## src/rtl/mix_columns_seq.sv

```systemverilog
// Column-serial AES MixColumns engine: one shared column mixer, four columns per state.
// Define MIX_COLUMNS_INV_EN to build the InvMixColumns datapath and honour in_inv.
module mix_columns_seq (
    input  logic         clk,
    input  logic         rst_n,
    input  logic         in_valid,
    output logic         in_ready,
    input  logic [127:0] in_data,
    input  logic         in_inv,
    output logic         out_valid,
    input  logic         out_ready,
    output logic [127:0] out_data,
    output logic         busy
);

    typedef enum logic [1:0] {
        IDLE = 2'd0,
        BUSY = 2'd1,
        DONE = 2'd2
    } state_t;

    state_t         state;
    state_t         state_next;
    logic [1:0]     col;
    logic [127:0]   st;
    logic           inv;
    logic           accept;
    logic [31:0]    col_in;
    logic [31:0]    col_mixed;

    function automatic logic [7:0] xtime(input logic [7:0] x);
        return {x[6:0], 1'b0} ^ (x[7] ? 8'h1b : 8'h00);
    endfunction

    function automatic logic [31:0] mix_fwd(input logic [31:0] c);
        logic [7:0] a0, a1, a2, a3;
        logic [7:0] b0, b1, b2, b3;
        a0 = c[7:0];
        a1 = c[15:8];
        a2 = c[23:16];
        a3 = c[31:24];
        b0 = xtime(a0) ^ xtime(a1) ^ a1 ^ a2 ^ a3;
        b1 = a0 ^ xtime(a1) ^ xtime(a2) ^ a2 ^ a3;
        b2 = a0 ^ a1 ^ xtime(a2) ^ xtime(a3) ^ a3;
        b3 = xtime(a0) ^ a0 ^ a1 ^ a2 ^ xtime(a3);
        return {b3, b2, b1, b0};
    endfunction

`ifdef MIX_COLUMNS_INV_EN
    // Multiples 09/0b/0d/0e built from a shared xtime chain (x2, x4, x8).
    function automatic logic [31:0] mul_set(input logic [7:0] x);
        logic [7:0] x2, x4, x8;
        x2 = xtime(x);
        x4 = xtime(x2);
        x8 = xtime(x4);
        return {x8 ^ x4 ^ x2, x8 ^ x4 ^ x, x8 ^ x2 ^ x, x8 ^ x};
    endfunction

    function automatic logic [31:0] mix_inv(input logic [31:0] c);
        logic [31:0] m0, m1, m2, m3;
        logic [7:0]  b0, b1, b2, b3;
        // Each m holds {0e*a, 0d*a, 0b*a, 09*a} for one row byte.
        m0 = mul_set(c[7:0]);
        m1 = mul_set(c[15:8]);
        m2 = mul_set(c[23:16]);
        m3 = mul_set(c[31:24]);
        b0 = m0[31:24] ^ m1[15:8]  ^ m2[23:16] ^ m3[7:0];
        b1 = m0[7:0]   ^ m1[31:24] ^ m2[15:8]  ^ m3[23:16];
        b2 = m0[23:16] ^ m1[7:0]   ^ m2[31:24] ^ m3[15:8];
        b3 = m0[15:8]  ^ m1[23:16] ^ m2[7:0]   ^ m3[31:24];
        return {b3, b2, b1, b0};
    endfunction
`endif

    assign in_ready  = (state == IDLE) | ((state == DONE) & out_ready);
    assign accept    = in_valid & in_ready;
    assign out_valid = (state == DONE);
    assign busy      = (state == BUSY);
    assign out_data  = st;
    assign col_in    = st[{col, 5'b00000} +: 32];

`ifdef MIX_COLUMNS_INV_EN
    assign col_mixed = inv ? mix_inv(col_in) : mix_fwd(col_in);
`else
    logic unused_inv;
    assign unused_inv = ^{in_inv, inv};
    assign col_mixed  = mix_fwd(col_in);
`endif

    always_ff @(posedge clk or negedge rst_n) begin
        if (!rst_n) begin
            state <= IDLE;
        end else begin
            state <= state_next;
        end
    end

    always_comb begin
        state_next = state;
        case (state)
            IDLE: begin
                if (accept) begin
                    state_next = BUSY;
                end
            end
            BUSY: begin
                if (col == 2'd3) begin
                    state_next = DONE;
                end
            end
            DONE: begin
                if (accept) begin
                    state_next = BUSY;
                end else if (out_ready) begin
                    state_next = IDLE;
                end
            end
            default: state_next = IDLE;
        endcase
    end

    // Working register: loaded on accept, then one column rewritten in place per BUSY cycle.
    always_ff @(posedge clk or negedge rst_n) begin
        if (!rst_n) begin
            st  <= 128'd0;
            col <= 2'd0;
            inv <= 1'b0;
        end else if (accept) begin
            st  <= in_data;
            col <= 2'd0;
`ifdef MIX_COLUMNS_INV_EN
            inv <= in_inv;
`else
            inv <= 1'b0;
`endif
        end else if (state == BUSY) begin
            st[{col, 5'b00000} +: 32] <= col_mixed;
            col                       <= col + 2'd1;
        end
    end

endmodule

```

## config.mk

```make
export PLATFORM = sky130hd
export DESIGN_NAME = mix_columns_seq
export DESIGN_NICKNAME = d
export VERILOG_FILES = /design/src/rtl/mix_columns_seq.sv
export SDC_FILE = /design/constraint.sdc
export NUM_CORES = 1
export LEC_CHECK = 0
export BUFFER_PORTS_ARGS = -buffer_cell sky130_fd_sc_hd__buf_2
export CAP_MARGIN = 20
export CORE_ASPECT_RATIO = 2
export CORE_UTILIZATION = 40
export CTS_CLUSTER_DIAMETER = 40
export CTS_CLUSTER_SIZE = 24
export DETAILED_ROUTE_END_ITERATION = 6
export PLACE_DENSITY = 0.67
export SLEW_MARGIN = 0
export SYNTH_ARGS = -nofsm -noshare
export SYNTH_HDL_FRONTEND = slang
export SYNTH_SLANG_ARGS = --single-unit
```

## constraint.sdc

```tcl
create_clock -name clk -period 3 [get_ports clk]
set_clock_uncertainty 0.1 [all_clocks]
set_input_delay 0.45 -clock clk [delete_from_list [all_inputs] [get_ports clk]]
set_output_delay 0.45 -clock clk [all_outputs]
set_load 0.02 [all_outputs]
```

==> results by group <==
GRT
  • Met1 Use GR: 32.1%
  • Global route overflow: 0
  • Most used routing layer: met2
  • GRT Resource Usage Total: 29.0%
  • Pin count of the biggest net entering global routing: 62
  • M2 GR Usage: 53.8%
  • First-pass GRT wire length: 40.0 mm
  • Grt met3 use: 3.20%
  • Initial antenna violation count: 3
  • Vias in the first global route: 6447

Worst hold path
  • Worst min-delay path class: input pin to flop
  • Hold path startpoint: in_data[52]

CTS
  • Clk_lat worst skew: 0.42 ns
  • CTS Hold Bufs: 1
  • Clk root buf: clkbuf_16
  • Setup repair bufs after CTS: 0
  • Post-cts sizing count: 0
  • CTS tree: yes
  • Worst-path clk slew: 0.06 ns
  • Sink Count: 132
  • H-tree Lvls: 4
  • Num CTS Buffers: 17
  • Max Root-Sink Buffers: 2

Critical path
  • CP startpoint kind: flop
  • CP startpoint: col[0]$_DFFE_PN0P_
  • Cell family with most CP delay: XOR/XNOR gates
  • Crit Path Max Fanout: 21
  • Critical Path RT: 3.23 ns
  • Critical path cell sequence: buf_12 -> mux4_2 -> xnor2_1 -> xnor3_1 -> o21ai_0
  • Worst setup path class: flop to flop
  • Slowest-stage cell, CP: mux4_2
  • Worst EP arrival: 2.95 ns
  • Reg-to-Reg Start: col[0]$_DFFE_PN0P_
  • Crit path buf inv count: 1
  • Slowest stage delay, CP: 0.59 ns
  • Worst setup EP type: flop

STA
  • Slew Limit Fails: 0
  • TNS Setup: 0 ns
  • F_max: 0.368 GHz
  • Final setup violation count: 0
  • Hold WS: 0.168 ns
  • RSZ-0062 raised after global routing: false
  • Final Hold Fails: 0
  • Relative slew slack: 54.6%
  • Period utilization: 90.7%
  • Actual slew at the worst max-slew pin: 0.681 ns
  • Final min period: 2.72 ns

Logic synthesis
  • Post-synth top area share: 44.6%
  • Unique masters post-synth: 33
  • Async set or reset register ratio after synthesis: 100%
  • Cell taking the most area after synthesis: dfrtp_1
  • Number of cells produced by synthesis: 573
  • Mean Syn Cell Area: 12.9 um2
  • Syn nets: 710
  • #FFs+latches synth: 132
  • EDFF count, synth: 0
  • Most area-consuming cells after synthesis: dfrtp_1, a22oi_1, xnor3_1, mux4_2, o21ai_0
  • Yosys synthesis warning count: 0
  • Synth Cell Area: 0.00740 mm2
  • Seq/Total Area, Yosys: 44.6%
  • Main synth FF type: dfrtp_1

Finish
  • Synthesis-to-finish area growth: 31.1%
  • Commonest non-fill, non-tap cell in the layout: buf_2
  • Area of the multi-input gates: 0.00390 mm2
  • Layout cell share with drive strength beyond 1: 43.2%
  • Final Net Count: 969
  • FILL cells: 1663
  • Seq. cell area: 0.00331 mm2
  • Most frequent cells in the layout: buf_2, dfrtp_1, a22oi_1, o21ai_0, o21ai_1

Route
  • Drt total wl: 26.8 mm
  • Avg WL per Cell: 25.2 um
  • ANT nets after route: 0
  • First DRT Iteration DRCs: 397
  • Pre-antenna DRT Iters: 7
  • Vias after detailed routing: 6504
  • DRC Markers: 14
  • Post-DR vias/cell: 6.11

Floorplanning
  • Io pins: 264
  • Initial Utilization: 40.6%
  • Core Area: 0.0182 mm2
  • Die Height: 194 um
  • Die area: 0.0191 mm2
  • Rows: 70
  • DIE WIDTH: 98.2 um

Outcome
  • Status: finished, violations left
  • Failing checks: design-rule violations

Placement
  • Post-DP HPWL: 20.2 mm
  • Port Buffers: 262
  • Routability cong.: 0.878

Run
  • Max capacitance violation total: 0
-- cell type report --
cell class                      instances  area share [%]
Timing Repair Buffer                  287            16.3
Antenna cell                            3          0.0774
Clock buffer                           22            4.78
Clock inverter                         10            1.59
Inverter                                5           0.193
Tap cell                              216            2.79
Multi-Input combinational cell        389            40.2
Sequential cell                       132            34.1
-- state kept, by name, indices dropped and copies added (netlist names) --
register  count
col           2
out_data    128
state         2
-- path summary, 6_finish.rpt --
check,endpoint,slack [ns],depth (start not counted)
setup / recovery,out_data[89]$_DFFE_PN0P_,0.28,5
hold / removal,out_data[52]$_DFFE_PN0P_,0.17,3
setup reg to reg,out_data[89]$_DFFE_PN0P_,0.28,5
hold reg to reg,out_data[30]$_DFFE_PN0P_,0.43,2
max in group asynchronous,out_data[73]$_DFFE_PN0P_,1.58,3
min in group asynchronous,out_data[120]$_DFFE_PN0P_,0.46,2
-- cells by family (layout without fill, tap and decap cells) --
logic type / count (synthesis) / after routing / share of synthesized area [%]
compound gates: 265 / 265 / 22.5
flops: 132 / 132 / 44.6
xor+xnor: 72 / 72 / 18.1
buf+inv: 52 / 324 / 3.23
mux: 32 / 32 / 9.74
simple gates: 16 / 16 / 1.15
fa+ha+maj: 4 / 4 / 0.677
other cells: 0 / 3 / 0
-- tightest hold or removal path: cells and delay by family --
family / cells / cell delay [ns]
buffers and inverters: 1 / 0.07
AOI/OAI and AO/OA: 2 / 0.13
-- cell usage after synthesis (3+ instances only) --
cell      instances
xor2_2            3
a32oi_1           3
a22oi_1         128
buf_6             3
xnor2_1          13
inv_1             5
o21ai_0          73
nand2_1           4
clkbuf_1         39
xor2_1            5
ha_1              4
o21ai_1          55
xnor2_2           6
a21oi_1           3
mux4_2           32
dfrtp_1         132
xor3_1            7
buf_2             4
xnor3_1          36
-- through the flow --
step           worst slack (ns)  instance area (um2)  util (%)  std cells
2_1_floorplan             0.661                 7400         -        573
3_3_place_gp              0.408                 9070      49.8       1028
3_5_place_dp              0.383                 9070      49.8       1028
4_1_cts                   0.327                 9690      53.2       1061
5_1_grt                   0.215                 9700      53.3       1064
6_report                  0.280                 9700      53.3       1064
-- layer usage --
metal  share of wire, %  vias to the layer above
li1                   -                     2777
met1                 34                     3318
met2                 56                      325
met3                4.8                       84
met4                5.1                        0
met5                  0                        -
Power is left out: the tool's default activity adds up to more than one toggle a clock period on the data nets, which glitch-free logic cannot reach.
